<file path="src/rtl/i_cache_axi_rd_bridge_pkg.sv">
// Shared AXI4 read-side encodings and the bridge's one-hot state codes.
// Contents: burst/size/resp/prot encodings, state_e, resp_is_err helper.
package i_cache_axi_rd_bridge_pkg;

  localparam logic [1:0] AXI_BURST_INCR  = 2'b01;
  localparam logic [2:0] AXI_SIZE_8B     = 3'b011;
  localparam logic [2:0] AXI_PROT_INSTR  = 3'b100;

  localparam logic [1:0] AXI_RESP_OKAY   = 2'b00;
  localparam logic [1:0] AXI_RESP_EXOKAY = 2'b01;
  localparam logic [1:0] AXI_RESP_SLVERR = 2'b10;
  localparam logic [1:0] AXI_RESP_DECERR = 2'b11;

  typedef enum logic [3:0] {
    ST_IDLE = 4'b0001,
    ST_AR   = 4'b0010,
    ST_R    = 4'b0100,
    ST_DONE = 4'b1000
  } state_e;

  // Slave or decode errors are the only failing response codes.
  function automatic logic resp_is_err(input logic [1:0] resp);
    return (resp == AXI_RESP_SLVERR) || (resp == AXI_RESP_DECERR);
  endfunction

endpackage

</file>
<file path="src/rtl/i_cache_axi_rd_bridge_if.sv">
// Bundle of the cache refill port and the AXI4 read channels (AR, R).
// master: bridge view (drives cache return and AR, consumes R).
// slave : environment view (cache + AXI slave).
interface i_cache_axi_rd_bridge_if #(
  parameter int unsigned ADDR_W = 64,
  parameter int unsigned DATA_W = 64,
  parameter int unsigned ID_W   = 4
);
  logic              cache_read_ena;
  logic [ADDR_W-1:0] cache_addr;
  logic              cache_read_resp;
  logic [DATA_W-1:0] cache_in_data;
  logic              cache_in_valid;
  logic              arb_working_ti;
  logic              rd_err;

  logic              axi_ar_valid;
  logic              axi_ar_ready;
  logic [ADDR_W-1:0] axi_ar_addr;
  logic [ID_W-1:0]   axi_ar_id;
  logic [7:0]        axi_ar_len;
  logic [2:0]        axi_ar_size;
  logic [1:0]        axi_ar_burst;
  logic [2:0]        axi_ar_prot;

  logic              axi_r_valid;
  logic              axi_r_ready;
  logic [DATA_W-1:0] axi_r_data;
  logic [1:0]        axi_r_resp;
  logic              axi_r_last;
  logic [ID_W-1:0]   axi_r_id;

  modport master (
    input  cache_read_ena, cache_addr, cache_read_resp,
    output cache_in_data, cache_in_valid, arb_working_ti, rd_err,
    output axi_ar_valid, axi_ar_addr, axi_ar_id, axi_ar_len,
    output axi_ar_size, axi_ar_burst, axi_ar_prot,
    input  axi_ar_ready,
    input  axi_r_valid, axi_r_data, axi_r_resp, axi_r_last, axi_r_id,
    output axi_r_ready
  );

  modport slave (
    output cache_read_ena, cache_addr, cache_read_resp,
    input  cache_in_data, cache_in_valid, arb_working_ti, rd_err,
    input  axi_ar_valid, axi_ar_addr, axi_ar_id, axi_ar_len,
    input  axi_ar_size, axi_ar_burst, axi_ar_prot,
    output axi_ar_ready,
    output axi_r_valid, axi_r_data, axi_r_resp, axi_r_last, axi_r_id,
    input  axi_r_ready
  );
endinterface

</file>
<file path="src/rtl/i_cache_axi_rd_bridge.sv">
// Instruction-cache refill bridge: turns one cache line-fill request into a
// single-beat AXI4 read and holds the returned word until the cache accepts it.
// Ports: clk, rst (async, active-high), bus (i_cache_axi_rd_bridge_if.master).
module i_cache_axi_rd_bridge
  import i_cache_axi_rd_bridge_pkg::*;
#(
  parameter int unsigned ADDR_W = 64,
  parameter int unsigned DATA_W = 64,
  parameter int unsigned ID_W   = 4,
  parameter int unsigned AXI_ID = 0
) (
  input logic                      clk,
  input logic                      rst,
  i_cache_axi_rd_bridge_if.master  bus
);

  state_e            state_q, state_d;
  logic [ADDR_W-1:0] addr_q;
  logic [DATA_W-1:0] data_q;
  logic              err_q;
  logic              drain_q;   // first beat taken without RLAST; discarding the rest
  logic              r_beat;
  logic              id_ok;

  assign r_beat = (state_q == ST_R) && bus.axi_r_valid;
  assign id_ok  = (bus.axi_r_id == ID_W'(AXI_ID));

  // State register.
  always_ff @(posedge clk or posedge rst) begin
    if (rst) state_q <= ST_IDLE;
    else     state_q <= state_d;
  end

  // Next-state logic.
  always_comb begin
    state_d = state_q;
    unique case (state_q)
      ST_IDLE: if (bus.cache_read_ena)  state_d = ST_AR;
      ST_AR:   if (bus.axi_ar_ready)    state_d = ST_R;
      ST_R:    if (r_beat && bus.axi_r_last && (drain_q || id_ok)) state_d = ST_DONE;
      ST_DONE: if (bus.cache_read_resp) state_d = ST_IDLE;
      default: state_d = ST_IDLE;
    endcase
  end

  // Address latch, data capture and sticky error tracking.
  always_ff @(posedge clk or posedge rst) begin
    if (rst) begin
      addr_q  <= '0;
      data_q  <= '0;
      err_q   <= 1'b0;
      drain_q <= 1'b0;
    end else begin
      if (state_q == ST_IDLE && bus.cache_read_ena) begin
        addr_q <= bus.cache_addr & ~ADDR_W'(7);
      end
      if (r_beat) begin
        if (drain_q) begin
          if (!id_ok)         err_q   <= 1'b1;
          if (bus.axi_r_last) drain_q <= 1'b0;
        end else if (id_ok) begin
          data_q  <= bus.axi_r_data;
          drain_q <= !bus.axi_r_last;
          if (resp_is_err(bus.axi_r_resp) || !bus.axi_r_last) err_q <= 1'b1;
        end else begin
          err_q <= 1'b1;
        end
      end
    end
  end

  // Outputs decode straight from one-hot state flops and holding registers.
  always_comb begin
    bus.axi_ar_valid   = (state_q == ST_AR);
    bus.axi_r_ready    = (state_q == ST_R);
    bus.cache_in_valid = (state_q == ST_DONE);
    bus.arb_working_ti = (state_q != ST_IDLE);
    bus.axi_ar_addr    = addr_q;
    bus.cache_in_data  = data_q;
    bus.rd_err         = err_q;
    bus.axi_ar_id      = ID_W'(AXI_ID);
    bus.axi_ar_len     = 8'd0;
    bus.axi_ar_size    = AXI_SIZE_8B;
    bus.axi_ar_burst   = AXI_BURST_INCR;
    bus.axi_ar_prot    = AXI_PROT_INSTR;
  end

endmodule

</file>
<file path="src/flat_wrapper.sv">
// flat-port wrapper written by rule: the top's interface ports become plain ports
module i_cache_axi_rd_bridge_flat import i_cache_axi_rd_bridge_pkg::*;
#(
  parameter int unsigned ADDR_W = 64,
  parameter int unsigned DATA_W = 64,
  parameter int unsigned ID_W   = 4,
  parameter int unsigned AXI_ID = 0
)
  (clk, rst, bus_cache_read_ena, bus_cache_addr, bus_cache_read_resp, bus_cache_in_data, bus_cache_in_valid, bus_arb_working_ti, bus_rd_err, bus_axi_ar_valid, bus_axi_ar_addr, bus_axi_ar_id, bus_axi_ar_len, bus_axi_ar_size, bus_axi_ar_burst, bus_axi_ar_prot, bus_axi_ar_ready, bus_axi_r_valid, bus_axi_r_data, bus_axi_r_resp, bus_axi_r_last, bus_axi_r_id, bus_axi_r_ready);
  i_cache_axi_rd_bridge_if #(.ADDR_W(ADDR_W), .DATA_W(DATA_W), .ID_W(ID_W)) bus_i ();
  input logic clk;
  input logic rst;
  input wire logic [$bits(bus_i.cache_read_ena)-1:0] bus_cache_read_ena;
  input wire logic [$bits(bus_i.cache_addr)-1:0] bus_cache_addr;
  input wire logic [$bits(bus_i.cache_read_resp)-1:0] bus_cache_read_resp;
  output wire logic [$bits(bus_i.cache_in_data)-1:0] bus_cache_in_data;
  output wire logic [$bits(bus_i.cache_in_valid)-1:0] bus_cache_in_valid;
  output wire logic [$bits(bus_i.arb_working_ti)-1:0] bus_arb_working_ti;
  output wire logic [$bits(bus_i.rd_err)-1:0] bus_rd_err;
  output wire logic [$bits(bus_i.axi_ar_valid)-1:0] bus_axi_ar_valid;
  output wire logic [$bits(bus_i.axi_ar_addr)-1:0] bus_axi_ar_addr;
  output wire logic [$bits(bus_i.axi_ar_id)-1:0] bus_axi_ar_id;
  output wire logic [$bits(bus_i.axi_ar_len)-1:0] bus_axi_ar_len;
  output wire logic [$bits(bus_i.axi_ar_size)-1:0] bus_axi_ar_size;
  output wire logic [$bits(bus_i.axi_ar_burst)-1:0] bus_axi_ar_burst;
  output wire logic [$bits(bus_i.axi_ar_prot)-1:0] bus_axi_ar_prot;
  input wire logic [$bits(bus_i.axi_ar_ready)-1:0] bus_axi_ar_ready;
  input wire logic [$bits(bus_i.axi_r_valid)-1:0] bus_axi_r_valid;
  input wire logic [$bits(bus_i.axi_r_data)-1:0] bus_axi_r_data;
  input wire logic [$bits(bus_i.axi_r_resp)-1:0] bus_axi_r_resp;
  input wire logic [$bits(bus_i.axi_r_last)-1:0] bus_axi_r_last;
  input wire logic [$bits(bus_i.axi_r_id)-1:0] bus_axi_r_id;
  output wire logic [$bits(bus_i.axi_r_ready)-1:0] bus_axi_r_ready;
  assign bus_i.cache_read_ena = bus_cache_read_ena;
  assign bus_i.cache_addr = bus_cache_addr;
  assign bus_i.cache_read_resp = bus_cache_read_resp;
  assign bus_cache_in_data = bus_i.cache_in_data;
  assign bus_cache_in_valid = bus_i.cache_in_valid;
  assign bus_arb_working_ti = bus_i.arb_working_ti;
  assign bus_rd_err = bus_i.rd_err;
  assign bus_axi_ar_valid = bus_i.axi_ar_valid;
  assign bus_axi_ar_addr = bus_i.axi_ar_addr;
  assign bus_axi_ar_id = bus_i.axi_ar_id;
  assign bus_axi_ar_len = bus_i.axi_ar_len;
  assign bus_axi_ar_size = bus_i.axi_ar_size;
  assign bus_axi_ar_burst = bus_i.axi_ar_burst;
  assign bus_axi_ar_prot = bus_i.axi_ar_prot;
  assign bus_i.axi_ar_ready = bus_axi_ar_ready;
  assign bus_i.axi_r_valid = bus_axi_r_valid;
  assign bus_i.axi_r_data = bus_axi_r_data;
  assign bus_i.axi_r_resp = bus_axi_r_resp;
  assign bus_i.axi_r_last = bus_axi_r_last;
  assign bus_i.axi_r_id = bus_axi_r_id;
  assign bus_axi_r_ready = bus_i.axi_r_ready;
  i_cache_axi_rd_bridge #(.ADDR_W(ADDR_W), .DATA_W(DATA_W), .ID_W(ID_W), .AXI_ID(AXI_ID)) u_core (.clk(clk), .rst(rst), .bus(bus_i));
endmodule
</file>
<file path="config.mk">
export PLATFORM = sky130hd
export DESIGN_NAME = i_cache_axi_rd_bridge_flat
export DESIGN_NICKNAME = d
export VERILOG_FILES = /design/src/rtl/i_cache_axi_rd_bridge_pkg.sv /design/src/rtl/i_cache_axi_rd_bridge_if.sv /design/src/rtl/i_cache_axi_rd_bridge.sv /design/src/flat_wrapper.sv
export SDC_FILE = /design/constraint.sdc
export NUM_CORES = 1
export LEC_CHECK = 0
export BUFFER_PORTS_ARGS = -buffer_cell sky130_fd_sc_hd__buf_4
export CAP_MARGIN = 10
export CORE_ASPECT_RATIO = 0.7
export CORE_UTILIZATION = 41
export CTS_CLUSTER_SIZE = 12
export DETAILED_ROUTE_END_ITERATION = 7
export PLACE_DENSITY = 0.77
export SLEW_MARGIN = 20
export SYNTH_ARGS = -nofsm -noshare
export SYNTH_HDL_FRONTEND = slang
export SYNTH_SLANG_ARGS = --single-unit
</file>
<file path="constraint.sdc">
create_clock -name clk -period 3.3 [get_ports clk]
set_input_delay 0 -clock clk [delete_from_list [all_inputs] [get_ports clk]]
set_output_delay 0 -clock clk [all_outputs]
set_load 0.02 [all_outputs]
</file>
### After elaboration in Yosys (flattened, before gate mapping)

Cells that the tools add are included.

* register bits after elaboration: 131
* latch bits: 0
* RAM bits: 0
* ROM bits: 0
* input port bits: 141
* output and inout bits: 153
* logic and storage cells: 43
* memories: 0

* add/sub/neg operators: 0
* multipliers: 0
* divide/modulo/power cells: 0
* $lt $le $gt $ge: 0
* equality and inequality tests: 13
* shift-type cells: 0
* mux-type cells: 12
* bitwise logic cells: 1
* reduce and logical (&&, ||, !) cells: 12

Operators with widths (number)
* 4-bit 2-to-1 mux: 4
* 4-bit case mux with 4 select lines: 1
* 2-bit != test (second input constant): 4
* 1-bit 2-to-1 mux: 7
* 3-bit AND reduction: 2
* 2-bit equality test (second input constant): 2
* 4-bit by 1-bit equality test with 1-bit output (second input constant): 1
* 4-bit by 2-bit equality test with 1-bit output (second input constant): 1
* 4-bit by 3-bit equality test with 1-bit output (second input constant): 1
* 4-bit equality test (second input constant): 1
* 1-bit logical AND: 4
* 4-bit zero test: 1
* 2-bit by 1-bit != test with 1-bit output (second input constant): 2
* 4-bit by 1-bit != test with 1-bit output (second input constant): 1
* 4-bit AND reduction: 1
* 1-bit logical OR: 3
* 1-bit zero test: 1
* 1-bit NOT: 1

### Logic depth before layout (Yosys ltp)

* depth in word-level cells: 6
* mapped depth: 5
* gate-level depth less buffers: 3

### Worst setup path before layout

Ideal clock, no wire load.

* kind: register to register
* from: register u_core.state_q[1]
* to: register u_core.data_q[0], in the netlist u_core.bus.cache_in_data[0]
* setup time: 125 ps
* arrival time: 1913 ps
* data required time: 3175 ps
* setup slack: 1262 ps
* stages on the path, launching flop included: 6
* buffers on the path: 2
* clock period less this slack: 2038 ps
* cell sequence: dfrtp_1 nor4b_2 nand4b_1 buf_4 buf_6 mux2_2

* longest elaborated chain between the ends: 3

RTL lines
* start: declaration: RTL line i_cache_axi_rd_bridge.sv:17 `state_e state_q, state_d;`
* start signal: assignment: RTL line i_cache_axi_rd_bridge.sv:31 `else state_q <= state_d;`
* 4-bit by 3-bit equality test with 1-bit output
* named net bus_axi_r_ready: RTL line flat_wrapper.sv:33 `output wire logic [$bits(bus_i.axi_r_ready)-1:0] bus_axi_r_ready;`
* 1-bit logical AND: RTL line i_cache_axi_rd_bridge.sv:25 `assign r_beat = (state_q == ST_R) && bus.axi_r_valid;`
* 3-bit AND reduction (no line)
* end signal: assignment: RTL line i_cache_axi_rd_bridge.sv:62 `data_q <= bus.axi_r_data;`
* end: declaration: RTL line i_cache_axi_rd_bridge.sv:19 `logic [DATA_W-1:0] data_q;`

The timed path passes the listed nets, and every way through them passes these cells.
A chain may end at the register's enable or synchronous reset.

### Worst setup path in the final report

* from: register u_core.state_q[0]
* to: register u_core.addr_q[41], in the netlist u_core.bus.axi_ar_addr[41]

* longest elaborated chain between the ends: 2

RTL lines
* 4-bit by 1-bit equality test with 1-bit output: RTL line i_cache_axi_rd_bridge.sv:54 `if (state_q == ST_IDLE && bus.cache_read_ena) begin`
* 1-bit logical AND: RTL line i_cache_axi_rd_bridge.sv:54
* end signal: assignment: RTL line i_cache_axi_rd_bridge.sv:55 `addr_q <= bus.cache_addr & ~ADDR_W'(7);`
* end: declaration: RTL line i_cache_axi_rd_bridge.sv:18 `logic [ADDR_W-1:0] addr_q;`

Every way passes these cells.

==> flow_summary.ini <==
[clock_tree]
clock_tree.root_cell = sky130_fd_sc_hd__clkbuf_16
cts_num_sinks = 131
worstSkewPairLatency_ns = 0.40
ctsResizeCount = 0
worst_path_clk_slew_ns = 0.06
cts_tree = yes
max-clock-path-buffers = 2
htree_num_levels = 4
cts_buffer_count = 17

[setup_path]
endpoint_type_of_the_worst_setup_path = flip-flop
critical_path_class = reg2reg
timing.rr.start = u_core.state_q[0]
worstPathRequired_ns = 3.58
timing.rr.end = u_core.bus.axi_ar_addr[41]
worstRegToRegCells = 4
crit_path_start_kind = flip-flop
timing.critical_path.fanout_max = 52
crit_arrival_ns = 2.72
regToRegSetupSlack_ns = 0.86

[floorplan]
dieArea_um2 = 13900
initial_core_util_pct = 43.1
top_level_ports = 294
die-width_um = 140
fp-row-count = 34
floorplan.core_area_um2 = 12800
die_height_um = 98.9

[sta]
final_max_slew_viol_count = 0
tns_ns = 0
report.final.hold_viol_count = 0
tightest_slew_ns = 1.02
clock_skew_ns = 0.00786
setup_ws_ns = 0.865
timing.final.crit_period_ns = 2.44
slew_headroom_pct = 32.0
grt_setup_unrepaired = false
worst_hold_slack_ns = 0.123
finalSetupViolCount = 0
fin_crit_sh_pct = 73.8
fmaxAchievable_ghz = 0.411

[synth]
post-synth-top-count-cell = sky130_fd_sc_hd__dfrtp_1
synthesis.area_per_instance_um2 = 17.0
synthesis.instances = 323
synth-seq-cells = 131
ys_types = 28
synth_commonest_cells = sky130_fd_sc_hd__dfrtp_1 (130), sky130_fd_sc_hd__mux2_2 (66), sky130_fd_sc_hd__mux2_4 (59), sky130_fd_sc_hd__buf_4 (24), sky130_fd_sc_hd__buf_6 (7)
library_cell_occupying_the_most_area_in_the_post_synthesis_netlist = sky130_fd_sc_hd__dfrtp_1
portion_of_the_post_synthesis_area_used_by_sequential_elements_pct = 59.6
ys_top_cells_by_area = sky130_fd_sc_hd__dfrtp_1 (59%), sky130_fd_sc_hd__mux2_4 (16%), sky130_fd_sc_hd__mux2_2 (14%), sky130_fd_sc_hd__buf_4 (3.3%), sky130_fd_sc_hd__buf_12 (1.8%)
asyncSetResetFlopFracSynth_pct = 100
synth-warning-count = 0
synth_edf_count = 0
synthFlopType = sky130_fd_sc_hd__dfrtp_1
synth_top_area_share_pct = 59.1
syn_area_um2 = 5500

[placement]
postPlaceCellArea_um2 = 7470
numPortBuffers = 266
place_worst_setup_slack_ns = 0.884
detailed_place_hpwl_mm = 9.31
place_congestion = 0.734

[drt]
maxUsedRoutingLayer = met4
wl_met1_mm = 6.11
via_count = 4138
first_pass_iters = 6
wl_met2_mm = 8.19
vias_per_cell = 4.59
detail_route.wl_per_cell_um = 17.1
drt.antenna.violating_nets = 0
detail_route.wirelength_mm = 15.4
remaining_drc_errors = 0
detailroute.wirelength.met3_um = 884
drt-initial-drc-count = 85

[worst_hold_path]
min_to = u_core.state_q[3]
hold_path.startpoint = bus_cache_read_resp
hold-path-cell-count = 4
hp-class = in2reg

[finish]
drive_gt1_share_pct = 58.9
layout.cell_area.non_filler_um2 = 9460
syn_to_final_growth_pct = 71.9
final_nets = 869
antenna_cells = 0

[global_routing]
grt_pass1_wl_mm = 24.0
first_global_vias = 4569
antenna_violations_before_repair = 0
grt_max_degree = 114
track_usage_pct = 22.6
globalRouteOverflowTotal = 0

[pwr]
p_total_mw = 7.68
vdd.ir_drop.worst_mv = 0.559
static-leakage-power_nw = 5.00
pwr_density_cell_nw_per_um2 = 813

[status]
run_status = completed

[run]
maxCapViolations = 0
==> repair_timing <==
action,in CTS,in global routing
hold buffers,132,0
setup buffers,0,0
hold endpoints to repair,147,0
==> per-stage QoR <==
| step | util, % | cells |
|---|---|---|
| finish | 74.1 | 901 |
| global placement | 58.5 | 739 |
| detailed placement | 58.5 | 739 |
| global route | 74.1 | 901 |
| CTS | 74.1 | 901 |
| floorplan | - | 344 |
==> cell families (layout without fill, tap and decap cells) <==
| kind of cell | Yosys count | in the layout | share of synthesized area [%] |
|---|---|---|---|
| compound gates | 11 | 11 | 1.52 |
| buf+inv | 41 | 436 | 7.07 |
| flops | 131 | 131 | 59.6 |
| mux | 125 | 125 | 29.6 |
| other cells | 2 | 23 | 0.137 |
| simple gates | 13 | 13 | 2.02 |
==> how the worst max path moves through the flow <==
stage | cells after the start | start | to
final | 4 | u_core.state_q[0] | u_core.bus.axi_ar_addr[41]
after global routing | 4 | u_core.state_q[0] | u_core.bus.axi_ar_addr[45]
after CTS | 4 | u_core.state_q[0] | u_core.bus.axi_ar_addr[41]
after detailed placement | 4 | u_core.state_q[0] | u_core.bus.axi_ar_addr[41]
after global placement | 4 | u_core.state_q[0] | u_core.bus.axi_ar_addr[50]
after floorplan | 5 | u_core.state_q[1] | u_core.bus.cache_in_data[0]
==> worst max-delay path, cell delays in order (launching register included) <==
cell                      delay [ns]
sky130_fd_sc_hd__dfstp_2        0.58
sky130_fd_sc_hd__or4b_4         0.51
sky130_fd_sc_hd__or2_4          0.54
sky130_fd_sc_hd__buf_4          0.35
sky130_fd_sc_hd__mux2_4         0.32
==> layer usage <==
layer	GRT usage [%]	vias up
met5	0	-
met1	25.0	2054
met2	42.3	157
met3	5.93	18
met4	7.44	0
li1	-	1909
==> sequential cells by signal (all words and copies together) (netlist names) <==
name                      flops
u_core.bus.cache_in_data     64
u_core.state_q                4
u_core.drain_q                1
u_core.bus.rd_err             1
u_core.bus.axi_ar_addr       61
==> cell type report <==
cell class / count / area [um^2]
Clock buffer: 18 / 439
Clock inverter: 12 / 229
Inverter: 4 / 18.8
Timing Repair Buffer: 402 / 3370
Sequential cell: 131 / 3280
Fill cell: 771 / 3310
Multi-Input combinational cell: 172 / 1910
Tap cell: 162 / 203
==> where the power goes <==
group / internal, mW / switching, mW / leakage [nW]
combinational: 1.68 / 1.39 / 2.99
clock: 1.44 / 0.696 / 0.327
sequential: 2.14 / 0.343 / 1.68
==> cells in the final DEF (no fill, tap or decap), types with 2 or more instances in the layout <==
master	n
sky130_fd_sc_hd__o21ai_0	2
sky130_fd_sc_hd__mux2_2	66
sky130_fd_sc_hd__clkbuf_16	17
sky130_fd_sc_hd__buf_12	2
sky130_fd_sc_hd__bufinv_16	6
sky130_fd_sc_hd__o32ai_1	2
sky130_fd_sc_hd__a31oi_1	2
sky130_fd_sc_hd__or3b_2	3
sky130_fd_sc_hd__inv_1	3
sky130_fd_sc_hd__a211oi_1	2
sky130_fd_sc_hd__conb_1	23
sky130_fd_sc_hd__clkinv_4	3
sky130_fd_sc_hd__inv_6	2
sky130_fd_sc_hd__dfrtp_1	130
sky130_fd_sc_hd__dlygate4sd3_1	132
sky130_fd_sc_hd__buf_4	268
sky130_fd_sc_hd__mux2_4	59
Note: power is estimated with default switching activity, not from simulation.
